==> config.mk <==
export PLATFORM = sky130hd
export DESIGN_NAME = multi_dac_sweep_control
export DESIGN_NICKNAME = d
export VERILOG_FILES = /design/src/rtl/sweep_acq_pkg.sv /design/src/rtl/sweep_event_counter.sv /design/src/rtl/multi_dac_sweep_control.sv
export SDC_FILE = /design/constraint.sdc
export NUM_CORES = 1
export LEC_CHECK = 0
export CAP_MARGIN = 20
export CORE_MARGIN = 8
export CORE_UTILIZATION = 48
export DETAILED_ROUTE_END_ITERATION = 7
export PLACE_DENSITY_LB_ADDON = 0.08
export SLEW_MARGIN = 20
export SYNTH_ARGS = -nofsm -noshare
export SYNTH_HDL_FRONTEND = slang
export SYNTH_SLANG_ARGS = --single-unit
==> constraint.sdc <==
create_clock -name Clk -period 7.32 [get_ports Clk]
set_input_delay 2.196 -clock Clk [delete_from_list [all_inputs] [get_ports Clk]]
set_output_delay 2.196 -clock Clk [all_outputs]
set_load 0.05 [all_outputs]
==> src/rtl/sweep_acq_pkg.sv <==
// Shared definitions for the DAC sweep acquisition controller: state encoding,
// output word constants and the SC-register bit-reverse helper.
package sweep_acq_pkg;

   localparam int unsigned MaxDacWidth = 10;
   localparam int unsigned TimeoutBit  = 24;

   localparam logic [15:0] HeaderWord  = 16'h5341;
   localparam logic [15:0] TailWord    = 16'hFF45;
   localparam logic [3:0]  ParamTag    = 4'hD;
   localparam logic [15:0] TimeoutWord = 16'hEE00;

   typedef enum logic [3:0] {
      StIdle,
      StHeaderOut,
      StParamOut,
      StLoadSc,
      StWaitLoad,
      StStartAcq,
      StWaitEvent,
      StReadWord,
      StOutWord,
      StNextEvent,
      StNextDac,
      StTailOut,
      StDone
   } sweepState_e;

   // The SC register expects LSB-first codes; reverse only the low `width` bits.
   function automatic logic [MaxDacWidth-1:0] bitReverse(input logic [MaxDacWidth-1:0] code,
                                                          input int unsigned width);
      logic [MaxDacWidth-1:0] rev;
      rev = {<<{code}};
      return rev >> (MaxDacWidth - width);
   endfunction

endpackage

==> src/rtl/sweep_event_counter.sv <==
// Counts ParallelData_en word pulses while acquisition is enabled and flags each
// completed event until the sweep FSM consumes it.
module sweep_event_counter #(
   parameter int unsigned WORDS_PER_EVENT = 10
) (
   input  logic Clk,
   input  logic reset,
   input  logic enable,
   input  logic wordStrobe,
   input  logic consume,
   output logic eventDone
);

   localparam int unsigned CntW = $clog2(WORDS_PER_EVENT + 1);

   logic [CntW-1:0] wordCntQ;
   logic            eventDoneQ;

   always_ff @(posedge Clk) begin
      if (reset || !enable) begin
         wordCntQ   <= '0;
         eventDoneQ <= 1'b0;
      end else begin
         if (consume) eventDoneQ <= 1'b0;
         if (wordStrobe) begin
            if (wordCntQ == CntW'(WORDS_PER_EVENT - 1)) begin
               wordCntQ   <= '0;
               eventDoneQ <= 1'b1;
            end else begin
               wordCntQ <= wordCntQ + CntW'(1);
            end
         end
      end
   end

   assign eventDone = eventDoneQ;

endmodule

==> src/rtl/multi_dac_sweep_control.sv <==
// Sweeps one Microroc DAC across a range, loads SC, acquires events and streams
// them framed by header/tail words. Define SWEEP_EVENT_TIMEOUT_EN for event timeout.
module multi_dac_sweep_control
   import sweep_acq_pkg::*;
#(
   parameter int unsigned DAC_WIDTH       = 10,
   parameter int unsigned NUM_DAC         = 3,
   parameter int unsigned WORDS_PER_EVENT = 10,
   parameter int unsigned LOAD_DELAY      = 40000
) (
   input  logic                         Clk,
   input  logic                         reset,
   input  logic                         SweepStart,
   input  logic                         SweepAbort,
   input  logic [DAC_WIDTH-1:0]         StartDAC,
   input  logic [DAC_WIDTH-1:0]         EndDAC,
   input  logic [DAC_WIDTH-1:0]         StepDAC,
   input  logic [1:0]                   DACSelect,
   input  logic [NUM_DAC*DAC_WIDTH-1:0] DefaultDAC,
   input  logic [15:0]                  MaxPackageNumber,
   input  logic                         ParallelData_en,
   output logic [NUM_DAC*DAC_WIDTH-1:0] OutDAC,
   output logic                         LoadSCParameter,
   input  logic                         MicrorocConfigDone,
   output logic                         SingleACQStart,
   input  logic [15:0]                  SweepACQFifoData,
   output logic                         SweepACQFifoData_rden,
   output logic [15:0]                  SweepACQData,
   output logic                         SweepACQData_en,
   output logic                         ACQDone,
   output logic                         Busy
);

   localparam int unsigned LoadCntW = $clog2(LOAD_DELAY + 1) + 1;

   sweepState_e                  stateQ, stateD;
   logic                         startQ;
   logic [DAC_WIDTH-1:0]         startDacQ, startDacD, endDacQ, endDacD, stepDacQ, stepDacD;
   logic [DAC_WIDTH-1:0]         curCodeQ, curCodeD;
   logic [1:0]                   dacSelQ, dacSelD;
   logic [NUM_DAC*DAC_WIDTH-1:0] defaultDacQ, defaultDacD, outDacQ, outDacD;
   logic [15:0]                  maxPkgQ, maxPkgD, eventIdxQ, eventIdxD;
   logic [7:0]                   wordIdxQ, wordIdxD;
   logic                         acqStartQ, acqStartD;
   logic [15:0]                  dataQ, dataD;
   logic                         dataEnQ, dataEnD;
   logic                         loadSeenQ, loadSeenD;
   logic [LoadCntW-1:0]          loadCntQ, loadCntD;
   logic [DAC_WIDTH:0]           nextCode;
   logic [MaxDacWidth-1:0]       revCode;
   logic                         eventDone, eventConsume;
`ifdef SWEEP_EVENT_TIMEOUT_EN
   logic [TimeoutBit:0]          timeoutCntQ, timeoutCntD;
`endif

   sweep_event_counter #(
      .WORDS_PER_EVENT(WORDS_PER_EVENT)
   ) uEventCounter (
      .Clk       (Clk),
      .reset     (reset),
      .enable    (acqStartQ),
      .wordStrobe(ParallelData_en),
      .consume   (eventConsume),
      .eventDone (eventDone)
   );

   always_ff @(posedge Clk) begin
      if (reset) begin
         stateQ      <= StIdle;
         startQ      <= 1'b0;
         startDacQ   <= '0;
         endDacQ     <= '0;
         stepDacQ    <= '0;
         curCodeQ    <= '0;
         dacSelQ     <= '0;
         defaultDacQ <= '0;
         outDacQ     <= '0;
         maxPkgQ     <= '0;
         eventIdxQ   <= '0;
         wordIdxQ    <= '0;
         acqStartQ   <= 1'b0;
         dataQ       <= '0;
         dataEnQ     <= 1'b0;
         loadSeenQ   <= 1'b0;
         loadCntQ    <= '0;
`ifdef SWEEP_EVENT_TIMEOUT_EN
         timeoutCntQ <= '0;
`endif
      end else begin
         stateQ      <= stateD;
         startQ      <= SweepStart;
         startDacQ   <= startDacD;
         endDacQ     <= endDacD;
         stepDacQ    <= stepDacD;
         curCodeQ    <= curCodeD;
         dacSelQ     <= dacSelD;
         defaultDacQ <= defaultDacD;
         outDacQ     <= outDacD;
         maxPkgQ     <= maxPkgD;
         eventIdxQ   <= eventIdxD;
         wordIdxQ    <= wordIdxD;
         acqStartQ   <= acqStartD;
         dataQ       <= dataD;
         dataEnQ     <= dataEnD;
         loadSeenQ   <= loadSeenD;
         loadCntQ    <= loadCntD;
`ifdef SWEEP_EVENT_TIMEOUT_EN
         timeoutCntQ <= timeoutCntD;
`endif
      end
   end

   always_comb begin
      stateD       = stateQ;
      startDacD    = startDacQ;
      endDacD      = endDacQ;
      stepDacD     = stepDacQ;
      curCodeD     = curCodeQ;
      dacSelD      = dacSelQ;
      defaultDacD  = defaultDacQ;
      outDacD      = outDacQ;
      maxPkgD      = maxPkgQ;
      eventIdxD    = eventIdxQ;
      wordIdxD     = wordIdxQ;
      acqStartD    = acqStartQ;
      dataD        = dataQ;
      dataEnD      = 1'b0;
      loadSeenD    = loadSeenQ;
      loadCntD     = loadCntQ;
      eventConsume = 1'b0;
      revCode      = '0;
      nextCode     = {1'b0, curCodeQ} + {1'b0, stepDacQ};
`ifdef SWEEP_EVENT_TIMEOUT_EN
      timeoutCntD  = '0;
`endif

      unique case (stateQ)
         StIdle: begin
            if (SweepStart && !startQ) begin
               startDacD   = StartDAC;
               endDacD     = EndDAC;
               stepDacD    = (StepDAC == '0) ? DAC_WIDTH'(1) : StepDAC;
               curCodeD    = StartDAC;
               dacSelD     = DACSelect;
               defaultDacD = DefaultDAC;
               maxPkgD     = (MaxPackageNumber == '0) ? 16'd1 : MaxPackageNumber;
               stateD      = StHeaderOut;
            end
         end
         // Emitting states hold off while the previous strobe is high to keep a gap.
         StHeaderOut: begin
            if (!dataEnQ) begin
               dataD   = HeaderWord;
               dataEnD = 1'b1;
               stateD  = (startDacQ > endDacQ) ? StTailOut : StParamOut;
            end
         end
         StParamOut: begin
            if (!dataEnQ) begin
               dataD   = {ParamTag, dacSelQ, MaxDacWidth'(curCodeQ)};
               dataEnD = 1'b1;
               for (int unsigned i = 0; i < NUM_DAC; i++) begin
                  if (dacSelQ == 2'(i)) begin
                     revCode = bitReverse(MaxDacWidth'(curCodeQ), DAC_WIDTH);
                  end else begin
                     revCode = bitReverse(MaxDacWidth'(defaultDacQ[i*DAC_WIDTH +: DAC_WIDTH]),
                                          DAC_WIDTH);
                  end
                  outDacD[i*DAC_WIDTH +: DAC_WIDTH] = revCode[DAC_WIDTH-1:0];
               end
               stateD = StLoadSc;
            end
         end
         StLoadSc: begin
            loadSeenD = MicrorocConfigDone;
            loadCntD  = '0;
            stateD    = StWaitLoad;
         end
         StWaitLoad: begin
            if (!loadSeenQ) begin
               loadSeenD = MicrorocConfigDone;
            end else if (loadCntQ >= LoadCntW'(LOAD_DELAY)) begin
               stateD = StStartAcq;
            end else begin
               loadCntD = loadCntQ + LoadCntW'(1);
            end
         end
         StStartAcq: begin
            acqStartD = 1'b1;
            eventIdxD = '0;
            stateD    = StWaitEvent;
         end
         StWaitEvent: begin
            if (eventDone) begin
               eventConsume = 1'b1;
               wordIdxD     = '0;
               stateD       = StReadWord;
            end
`ifdef SWEEP_EVENT_TIMEOUT_EN
            else if (timeoutCntQ[TimeoutBit] && !dataEnQ) begin
               dataD   = TimeoutWord | 16'(dacSelQ);
               dataEnD = 1'b1;
               stateD  = StNextDac;
            end else begin
               timeoutCntD = timeoutCntQ + (TimeoutBit + 1)'(1);
            end
`endif
         end
         StReadWord: stateD = StOutWord;
         StOutWord: begin
            dataD   = SweepACQFifoData;
            dataEnD = 1'b1;
            if (wordIdxQ == 8'(WORDS_PER_EVENT - 1)) begin
               stateD = StNextEvent;
            end else begin
               wordIdxD = wordIdxQ + 8'd1;
               stateD   = StReadWord;
            end
         end
         StNextEvent: begin
            if (({1'b0, eventIdxQ} + 17'd1) >= {1'b0, maxPkgQ}) begin
               stateD = StNextDac;
            end else begin
               eventIdxD = eventIdxQ + 16'd1;
               stateD    = StWaitEvent;
            end
         end
         StNextDac: begin
            acqStartD = 1'b0;
            if (!nextCode[DAC_WIDTH] && (nextCode[DAC_WIDTH-1:0] <= endDacQ)) begin
               curCodeD = nextCode[DAC_WIDTH-1:0];
               stateD   = StParamOut;
            end else begin
               stateD = StTailOut;
            end
         end
         StTailOut: begin
            if (!dataEnQ) begin
               dataD   = TailWord;
               dataEnD = 1'b1;
               stateD  = StDone;
            end
         end
         StDone:  stateD = StIdle;
         default: stateD = StIdle;
      endcase

      if (SweepAbort && !(stateQ inside {StIdle, StTailOut, StDone})) begin
         acqStartD = 1'b0;
         stateD    = StTailOut;
      end
   end

   assign OutDAC                = outDacQ;
   assign LoadSCParameter       = (stateQ == StLoadSc);
   assign SingleACQStart        = acqStartQ;
   assign SweepACQFifoData_rden = (stateQ == StReadWord);
   assign SweepACQData          = dataQ;
   assign SweepACQData_en       = dataEnQ;
   assign ACQDone               = (stateQ == StDone);
   assign Busy                  = (stateQ != StIdle);

endmodule
---- Word-level counts from Yosys, hierarchy flattened ----
Index checks and enable logic that the tools add are counted.
W data, S select, Z words.
storage, ports and cells
  register bits ........................... 188
  logic and storage cells ................. 140
cells by class
  add/sub/neg operators ................... 6
  $lt $le $gt $ge ......................... 4
  equal/unequal tests ..................... 34
  mux-type cells .......................... 44
  bitwise gates (word level) .............. 1
  reduce and logical (&&, ||, !) cells .... 31
operators by type and width
  operator                 number
  $mux W16                 5
  $pmux W16 S4             1
  $mux W10                 6
  $mux W4                  13
  $pmux W4 S12             1
  $mux W17                 2
  $pmux W17 S2             1
  $pmux W16 S2             1
  $eq A4 B4 Y1 const B     6
  $ne A2 B2 Y1 const B     10
  $pmux W10 S2             1
  $add A16 B1 Y17 const B  1
  $add A17 B1 Y17 const B  1
  $ge A17 B16 Y1           1
  $ge A17 B16 Y1 const B   1
  $add A16 B1 Y16 const B  1
  $eq A4 B3 Y1 const B     4
  $logic_not A16 Y1        1
  $mux W8                  2
  $pmux W8 S2              1
  $reduce_and A7 Y1        2
  $ne A3 B3 Y1 const B     4
  $add A10 B10 Y11         1
  $gt A10 B10 Y1           1
  other kinds (27)         52

---- Logic depth before layout (Yosys ltp) ----
Gate-level depths: netlist (run 1).
  depth in word-level cells ............... 6
  depth in mapped cells ................... 18
  mapped depth without buffers ............ 16

---- By module ----
A second synthesis (run 1) with hierarchy kept.
second synthesis, totals
  cells, all modules ...................... 1202
  area, all modules ....................... 9618.0 µm²
modules (own cells, without submodules)
  module                   instances  cells each  area an instance (µm²)  sequential area each (µm²)
  multi_dac_sweep_control  1          1179        9399.0                  3663.5
  sweep_event_counter      1          23          219.0                   100.1

---- Worst setup path after synthesis (run 1) ----
Ideal clock, no wire load.
  kind .................................... register -> output
  start ................................... reg stateQ[1]
  end ..................................... out SweepACQFifoData_rden
  arrival ................................. 1.507 ns
  setup slack ............................. 3.617 ns
  stages on the path, launching flop included .. 4
  path buffers ............................ 1
  cells stage by stage .................... dfxtp_1 clkbuf_1 nand2_1 nor2_1
between the ends
  longest elaborated chain between the ends .. 1
ends and longest elaborated chain
  item                    line                            source
  start, declared         multi_dac_sweep_control.sv:36   sweepState_e stateQ, stateD;
  start signal, assigned  multi_dac_sweep_control.sv:69   stateQ <= StIdle;
  start signal, assigned  multi_dac_sweep_control.sv:90   stateQ <= stateD;
  $eq A4 B3 Y1            multi_dac_sweep_control.sv:257  assign SweepACQFifoData_rden = (stateQ == StReadWord);
  end, declared           multi_dac_sweep_control.sv:27   output logic SweepACQFifoData_rden,
Every way passes these cells.

---- Worst setup path in the final report (run 1) ----
  start ................................... reg stateQ[3]
  end ..................................... out LoadSCParameter
between the ends
  longest elaborated chain between the ends .. 1
ends and longest elaborated chain
  item           line                            source
  $eq A4 B2 Y1   multi_dac_sweep_control.sv:255  assign LoadSCParameter = (stateQ == StLoadSc);
  end, declared  multi_dac_sweep_control.sv:23   output logic LoadSCParameter,
Every way passes these cells.

==> impl_metrics.csv, run 1 <==
group,metric,value,unit
status,status,"finished clean",
cts,clk_pin_slew,0.07,ns
yosys,seq_area_frac_synth,39.40,%
placed_design,dp_slack,2.546,ns
yosys,syn_area_per_cell,7.895,sq um
yosys,synth_top_cell_area_share,39.40,%
yosys,ys_types,69,
timing,timing.final.crit_period,5.201,ns
worst_setup_path,crit_slowest_cell,"clkdlybuf4s50_1",
worst_setup_path,startpoint_type,"flip-flop",
drt,dr.pass1.iters,5,
die,fp-row-count,51,
yosys,syn_nets,1362,
cts,root_buffer,"clkbuf_16",
cts,cts_buffers,17,
placed_design,portBuffers,151,
timing,slew_headroom,35.97,%
timing,whs,0.4391,ns
worst_setup_path,rrSetupSlack,2.83,ns
worst_hold_path,hold_path_end,"loadCntQ[16]",
yosys,synth_edf_count,0,
drt,ant_nets,0,
worst_hold_path,hold_path_depth,2,
worst_setup_path,worstPathArrival,3.01,ns
worst_hold_path,hold_path_class,"flip-flop to flip-flop",
yosys,ys_top_cells_by_area,"dfxtp_1, nand2_1, ha_1, a21oi_1, nor2_1",
global_routing,grt_pass1_wl,43860,um
timing,fin_ws,2.119,ns
die,die_h,157.1,um
global_routing,first_global_vias,8473,
placed_design,hpwl,18950,um
worst_setup_path,critPathKind,"flip-flop to primary output",
drt,drtIter0Drc,604,
global_routing,grt_max_degree,90,
worst_setup_path,endpoint_kind,"primary output",
die,die-area,0.02467,sq mm
yosys,synth_top_family_by_area,"simple AND/OR/NAND/NOR gates",
global_routing,grt_overflow,0,
cts,cts_num_sinks,188,
pwr,leakage,4.222,nW
yosys,synth_compound_area_share,19.14,%
drt,viasPerCell,5.470,
yosys,synth_fa_ha_area_share,6.889,%
yosys,synth_top_cell_by_area,"dfxtp_1",
timing,fin_skew,0.01574,ns
yosys,yosysMostFrequentCell,"nand2_1",
yosys,async_reset_ff_share,0,%
die,core-area,0.01953,sq mm
yosys,muxShareOfSynthArea,2.305,%
worst_setup_path,timing.rr.end,"curCodeQ[6]",
timing,setup_viol,0,
worst_setup_path,reg2reg_depth,14,
die,initial_core_util,48.92,%
global_routing,track_usage,22.25,%
timing,rsz0062_at_grt,"no",
timing,fin_tns_setup,0,ns
drt,post-route-drc-count,0,
worst_setup_path,required,5.12,ns
die,ios,152,
placed_design,finalWeightedCongestion,0.8892,
worst_setup_path,path_max_fanout,22,
timing,fmax,192.3,MHz
cts,cts_resized,0,
yosys,synth_area,0.009553,sq mm
cts,cts.htree.levels,4,
final_layout,syn_to_final_growth,23.65,%
global_routing,antenna_found_initial,2,
timing,drv_slew,0,
drt,routed_wl,26960,um
drt,wl_per_cell,16.89,um
worst_setup_path,max_stage_delay,0.85,ns
worst_setup_path,crit_chain,"nor2_1 > nand3_1 > inv_1 > clkdlybuf4s50_1",
cts,tritoncts,"done",
yosys,syn-instance-count,1210,
timing,worst_pin_slew,0.9604,ns
final_layout,fin_util,60.50,%
worst_hold_path,min_from,"loadCntQ[16]",
timing,period_share,71.06,%
cts,clock_path_buffers,2,
yosys,ys_seq_elements,188,
pwr,powerDensity,378.9,mW/mm^2
drt,via_count,8730,
yosys,ys.flop_type,"dfxtp_1",
worst_setup_path,rr_startpoint,"curCodeQ[0]",
yosys,synthXorXnorAreaFrac,3.484,%
pwr,vdd_drop_max,0.2428,mV
final_layout,drive_gt1_share,4.586,%
timing,hold_viol_final,0,
yosys,yosysWarnings,0,
cts,postCtsHoldBufs,0,
yosys,synthSimpleGateAreaFrac,23.69,%
cts,postCtsSetupBuffers,0,
final_layout,final_nets,1469,
job,timing.max_cap.violations,0,
cts,clock_latency,0.44,ns
yosys,synthTopCellsByCount,"nand2_1, dfxtp_1, nor2_1",
die,die_w,157.1,um
-- where the power goes --
group	switching (mW)	internal [mW]	total, mW
logic	1.28	0.720	2.00
clock network	0.465	0.530	0.994
registers	0.245	1.24	1.48
-- flip-flops by register name (all words and copies together) (netlist names), 8 cells and up --
signal,flops
startDacQ,10
stepDacQ,10
SweepACQData,16
loadCntQ,17
eventIdxQ,16
defaultDacQ,30
endDacQ,10
OutDAC,30
maxPkgQ,16
curCodeQ,10
wordIdxQ,8
-- metal layers --
layer  vias to the layer above  routed length [um]  global-route usage [%]
met3                        46                1432                   4.826
met5                         -                  23                       0
li1                       4428                   -                       -
met1                      4028               12000                   28.60
met2                       224               12940                   36.13
met4                         4                 559                   7.978
-- cell families (layout without fill, tap and decap cells) --
group	count (synthesis)	after routing
other	0	1
and+or+nand+nor	500	500
muxes	22	22
xor gates and xnor gates	38	38
adders and majority gates	52	52
AOI/OAI and AO/OA	290	290
DFF	188	188
buffers and inverters	120	240
-- metrics by stage --
step / std cells / power (mW) / area [sq um]
floorplan: 1210 / 2.878 / 9553
global placement: 1562 / 3.456 / 11150
detailed placement: 1563 / 3.495 / 11160
CTS: 1595 / 4.499 / 11810
global route: 1595 / 4.769 / 11810
finish: 1596 / 4.476 / 11810
-- critical path: cells and delay by family, from the launching register on --
kind | cells | cell delay, ns
simple gates | 2 | 0.91
buf+inv | 2 | 1.05
flops | 1 | 0.61
-- cell usage in the layout, fill, tap and decap left out, drive strengths merged, types with 5 or more instances in the layout --
cell / count
nor2b: 18
clkdlybuf4s50: 150
o41ai: 9
nand2: 228
inv: 58
nor4: 8
ha: 51
clkbuf: 17
o21a: 7
o21ai: 46
o211ai: 5
a211oi: 31
nand3: 31
a21oi: 123
nand4: 9
buf: 6
or3: 12
dfxtp: 188
clkinv: 7
a31oi: 10
xnor2: 25
and3: 11
nand2b: 16
xor2: 13
a311oi: 17
a221oi: 5
mux2i: 22
nor2: 126
nor3: 22
-- how the worst max path moves through the flow --
stage | startpoint | end | slack, ns | cells past startpoint
5_1_grt | stateQ[3] | LoadSCParameter | 1.96 | 4
3_3_place_gp | SweepStart | curCodeQ[9] | 2.57 | 7
3_5_place_dp | SweepStart | curCodeQ[9] | 2.55 | 7
4_1_cts | stateQ[3] | LoadSCParameter | 2.09 | 4
6_report | stateQ[3] | LoadSCParameter | 2.12 | 4
2_1_floorplan | stateQ[1] | SweepACQFifoData_rden | 3.62 | 3
-- layout make-up --
| type | instances | area (sq um) |
|---|---|---|
| tap | 265 | 331.6 |
| inverter | 52 | 195.2 |
| multi-input combinational | 902 | 5323 |
| clock buffer | 17 | 425.4 |
| sequential | 188 | 3764 |
| timing repair buffer | 156 | 1550 |
| antenna | 1 | 2.502 |
| clock inverter | 15 | 221.5 |
| fill | 1796 | 7714 |
No activity file was read; power rests on OpenSTA's default activity.
==> run 2, diff against run 1 <==
==> constraint.sdc (replaced) <==
create_clock -name Clk -period 4.4 [get_ports Clk]
set_input_delay 1.32 -clock Clk [delete_from_list [all_inputs] [get_ports Clk]]
set_output_delay 1.32 -clock Clk [all_outputs]
set_load 0.05 [all_outputs]
==> impl_metrics.csv, run 2 (same netlist as run 1, synthesis figures left out) <==
group,metric,value,unit
drt,post-route-drc-count,0,
worst_setup_path,max_stage_delay,0.86,ns
cts,cts_num_sinks,188,
drt,routed_wl,27410,um
timing,fin_skew,0.01918,ns
global_routing,grt_overflow,0,
worst_setup_path,crit_chain,"nor2_1 > nand2_1 > nor2_1 > clkdlybuf4s50_1",
global_routing,track_usage,22.36,%
worst_setup_path,worstPathBufferInverterCount,1,
die,initial_core_util,48.92,%
final_layout,layout_commonest_cell,"nand2_1",
timing,fmax,247.2,MHz
cts,clk_pin_slew,0.08,ns
timing,fin_tns_setup,0,ns
timing,drv_slew,0,
worst_setup_path,required,3.08,ns
cts,cts_resized,0,
worst_setup_path,startpoint_type,"flip-flop",
worst_setup_path,endpoint_kind,"primary output",
worst_setup_path,worstPathArrival,2.73,ns
drt,viasPerCell,5.514,
final_layout,nFillCells,1825,
die,core-area,0.01953,sq mm
drt,drtIter0Drc,562,
die,die_w,157.1,um
timing,period_share,91.94,%
final_layout,final_cell_mix,"nand2_1, dfxtp_1, clkdlybuf4s50_1, nor2_1, a21oi_1",
drt,dr.pass1.iters,5,
drt,ant_nets,0,
cts,postCtsSetupBuffers,0,
die,die_h,157.1,um
status,status,"finished clean",
placed_design,finalWeightedCongestion,0.9375,
placed_design,hpwl,19800,um
timing,setup_viol,0,
timing,rsz0062_at_grt,"no",
worst_setup_path,crit_slowest_cell,"clkdlybuf4s50_1",
cts,tritoncts,"done",
final_layout,fin_util,60.89,%
placed_design,dp_cells,1578,
global_routing,met3_usage,4.936,%
die,die-area,0.02467,sq mm
drt,wl_per_cell,17.01,um
timing,hold_viol_final,0,
pwr,powerDensity,628.3,mW/mm^2
final_layout,final_nets,1484,
pwr,leakage,4.282,nW
die,ios,152,
worst_setup_path,critPathKind,"flip-flop to primary output",
cts,cts.htree.levels,4,
final_layout,fin_cells,1611,
cts,cts_buffers,17,
final_layout,syn_to_final_growth,24.47,%
timing,slew_headroom,40.75,%
worst_hold_path,hold_path_class,"flip-flop to flip-flop",
worst_setup_path,cp_top_family,"simple AND/OR/NAND/NOR gates",
global_routing,busiest_layer,"met2",
global_routing,first_global_vias,8490,
die,fp-row-count,51,
cts,clock_latency,0.45,ns
cts,postCtsHoldBufs,0,
global_routing,grt_util_met2,36.84,%
final_layout,seqCellArea,0.003764,sq mm
global_routing,antenna_found_initial,0,
final_layout,multi_input_area,0.005320,sq mm
global_routing,grt.met1_usage,28.28,%
timing,worst_pin_slew,0.8854,ns
job,timing.max_cap.violations,0,
global_routing,grt_pass1_wl,44080,um
cts,clock_path_buffers,2,
placed_design,portBuffers,151,
global_routing,grt_max_degree,67,
cts,root_buffer,"clkbuf_16",
pwr,vdd_drop_max,0.3275,mV
final_layout,drive_gt1_share,5.576,%
worst_setup_path,path_max_fanout,18,
timing,timing.final.crit_period,4.045,ns
worst_setup_path,cp_common_cell,"nor2_1",
drt,via_count,8883,
-- run 2: changes by cell type in the layout (fill, tap and decap cells not counted), sizes merged --
cell,previous run,this run
buf,6,21
inv,58,59
clkinvlp,0,1
bufinv,2,0
-- run 2: where the power goes --
part           total (mW)  switching, mW  internal [mW]
registers            2.35          0.297           2.05
logic                3.54           2.28           1.26
clock network        1.58          0.798          0.779
-- run 2: layer usage --
| metal | wire [um] | up-vias | part of all wire, % |
|---|---|---|---|
| li1 | - | 4452 | - |
| met4 | 714 | 0 | 2.6 |
| met5 | 0 | - | 0 |
| met1 | 12200 | 4124 | 45 |
| met2 | 12950 | 253 | 47 |
| met3 | 1539 | 54 | 5.6 |
-- run 2: path summary, 6_finish.rpt --
path	start	end	slack (ns)	cells after the start
min reg2reg	loadCntQ[16]	loadCntQ[16]	0.45	2
max	stateQ[0]	ACQDone	0.35	4
max reg2reg	curCodeQ[0]	curCodeQ[3]	0.47	14
min	loadCntQ[16]	loadCntQ[16]	0.45	2
-- run 2: stage by stage --
| step | hold slack (ns) | total power, mW | cell area [sq um] | setup WS [ns] |
|---|---|---|---|---|
| 3_3_place_gp | 0.4286 | 5.843 | 11260 | 0.5031 |
| 6_report | 0.4473 | 7.471 | 11890 | 0.3548 |
| 2_1_floorplan | 0.4189 | 4.788 | 9553 | 1.026 |
| 4_1_cts | 0.4471 | 7.482 | 11890 | 0.2081 |
| 5_1_grt | 0.4655 | 7.928 | 11890 | 0.1527 |
| 3_5_place_dp | 0.4310 | 5.892 | 11270 | 0.2411 |
-- run 2: cell type report --
class                   instances  share of cell area [%]
clock inverters                15                   1.621
flip-flops and latches        188                   31.65
well taps                     265                   2.789
repair buffers                171                   13.95
multi-input cells             902                   44.74
diodes                          1                 0.02105
clock buffers                  17                   3.578
inverters                      52                   1.642
-- run 2: worst register-to-register path, delay by kind of cell, from the launching register on --
kind                     cells  cell delay, ns
buffers and inverters        1            0.06
adder cells (fa/ha/maj)      3            0.95
flip-flops                   1            0.45
AND/OR/NAND/NOR              4            1.07
AO/OA/AOI/OAI                6            1.31
==> run 3, diff against run 2 <==
==> constraint.sdc (replaced) <==
create_clock -name Clk -period 4.4 [get_ports Clk]
set_input_delay 1.1 -clock Clk [delete_from_list [all_inputs] [get_ports Clk]]
set_output_delay 1.1 -clock Clk [all_outputs]
set_load 0.05 [all_outputs]
==> impl_metrics.csv, run 3 (same netlist as run 1, synthesis figures left out) <==
group,metric,value,unit
worst_setup_path,startpoint_type,"flip-flop",
cts,cts_num_sinks,188,
worst_hold_path,hold_path_depth,2,
die,ios,152,
pwr,vdd_drop_max,0.3519,mV
global_routing,busiest_layer,"met2",
cts,clock_latency,0.44,ns
worst_setup_path,cp-startpoint,"curCodeQ[0]",
global_routing,grt_util_met2,35.55,%
die,die_w,157.1,um
global_routing,grt_overflow,0,
worst_setup_path,critPathKind,"flip-flop to flip-flop",
drt,wl_per_cell,16.87,um
global_routing,met3_usage,4.744,%
job,timing.max_cap.violations,0,
timing,setup_viol,0,
drt,drtIter0Drc,817,
final_layout,nFillCells,1817,
cts,root_buffer,"clkbuf_16",
global_routing,grt_pass1_wl,43810,um
die,die_h,157.1,um
cts,cts.htree.levels,4,
cts,cts_resized,0,
timing,slew_headroom,45.92,%
cts,postCtsSetupBuffers,0,
timing,rsz0062_at_grt,"no",
global_routing,first_global_vias,8384,
drt,via_count,8819,
timing,fin_tns_setup,0,ns
global_routing,grt.met1_usage,29.22,%
die,fp-row-count,51,
timing,fmax,253.9,MHz
timing,hold_viol_final,0,
cts,clock_path_buffers,2,
final_layout,drive_gt1_share,5.295,%
drt,dr.pass1.iters,5,
global_routing,antenna_found_initial,3,
worst_setup_path,rrSetupSlack,0.46,ns
worst_setup_path,endpoint_kind,"flip-flop",
final_layout,syn_to_final_growth,24.07,%
placed_design,finalWeightedCongestion,0.9258,
die,core-area,0.01953,sq mm
timing,drv_slew,0,
drt,post-route-drc-count,0,
cts,postCtsHoldBufs,0,
timing,worst_pin_slew,0.8083,ns
final_layout,layout_commonest_cell,"nand2_1",
die,initial_core_util,48.92,%
final_layout,multi_input_area,0.005320,sq mm
placed_design,hpwl,19430,um
drt,routed_wl,27130,um
global_routing,grt_max_degree,81,
worst_setup_path,reg2reg_depth,14,
placed_design,dp_cells,1574,
die,die-area,0.02467,sq mm
global_routing,track_usage,22.23,%
placed_design,portBuffers,151,
worst_setup_path,timing.rr.end,"curCodeQ[6]",
status,status,"finished clean",
cts,tritoncts,"done",
pwr,leakage,4.260,nW
worst_setup_path,required,4.75,ns
timing,period_share,89.52,%
timing,timing.final.crit_period,3.939,ns
final_layout,seqCellArea,0.003764,sq mm
final_layout,final_cell_mix,"nand2_1, dfxtp_1, clkdlybuf4s50_1, nor2_1, a21oi_1",
final_layout,fin_cells,1608,
cts,clk_pin_slew,0.07,ns
worst_hold_path,hold_path_class,"flip-flop to flip-flop",
worst_setup_path,worstPathArrival,4.29,ns
cts,cts_buffers,17,
drt,viasPerCell,5.484,
worst_setup_path,rr_startpoint,"curCodeQ[0]",
timing,fin_skew,0.01526,ns
worst_hold_path,hold_path_end,"loadCntQ[16]",
worst_hold_path,min_from,"loadCntQ[16]",
drt,ant_nets,0,
pwr,powerDensity,623.6,mW/mm^2
worst_setup_path,path_max_fanout,14,
final_layout,final_nets,1480,
-- run 3: metrics by stage --
step	utilization (%)	hold WS, ns	setup WS [ns]	instance area, sq um	power, mW
after CTS	60.66	0.4478	0.2936	11850	7.414
after global placement	57.61	0.4298	0.5395	11250	5.831
after floorplan	-	0.4189	1.026	9553	4.788
final	60.70	0.4422	0.4610	11850	7.391
after global routing	60.70	0.4635	0.08257	11850	7.874
after detailed placement	57.61	0.4369	0.3367	11250	5.873
-- run 3: how the worst max path moves through the flow --
| stage | cells past startpoint | slack, ns | end |
|---|---|---|---|
| after detailed placement | 16 | 0.34 | curCodeQ[8] |
| after global placement | 14 | 0.54 | curCodeQ[1] |
| final | 14 | 0.46 | curCodeQ[6] |
| after floorplan | 18 | 1.03 | curCodeQ[8] |
| after CTS | 16 | 0.29 | curCodeQ[8] |
| after global routing | 16 | 0.08 | curCodeQ[3] |
-- run 3: per-layer routing --
layer | routed length, um | vias to the layer above
li1 | - | 4447
met1 | 12190 | 4085
met2 | 12740 | 245
met3 | 1604 | 40
met4 | 578 | 2
met5 | 13 | -
-- run 3: final cells by class --
type | count | area share, %
Sequential cell | 188 | 31.75
Clock inverter | 15 | 1.436
Multi-Input combinational cell | 902 | 44.89
Clock buffer | 17 | 3.589
Tap cell | 265 | 2.797
Antenna cell | 2 | 0.04223
Timing Repair Buffer | 167 | 13.85
Inverter | 52 | 1.647
-- run 3: critical path, cell delays in order, from the launching register on --
cell	delay, ns
dfxtp_1	0.45
ha_1	0.22
inv_1	0.06
fa_1	0.39
nor2b_1	0.25
o21ai_0	0.11
a21boi_0	0.31
ha_1	0.33
and3_1	0.15
o21ai_0	0.28
a311oi_1	0.17
nor4_2	0.38
or2_1	0.43
nor2_1	0.10
a311oi_1	0.23
-- run 3: power breakdown --
group,leakage (nW),switching (mW),internal (mW)
clock network,0.291,0.766,0.766
registers,1.53,0.325,2.06
logic,2.44,2.23,1.25
total,4.26,3.32,4.07
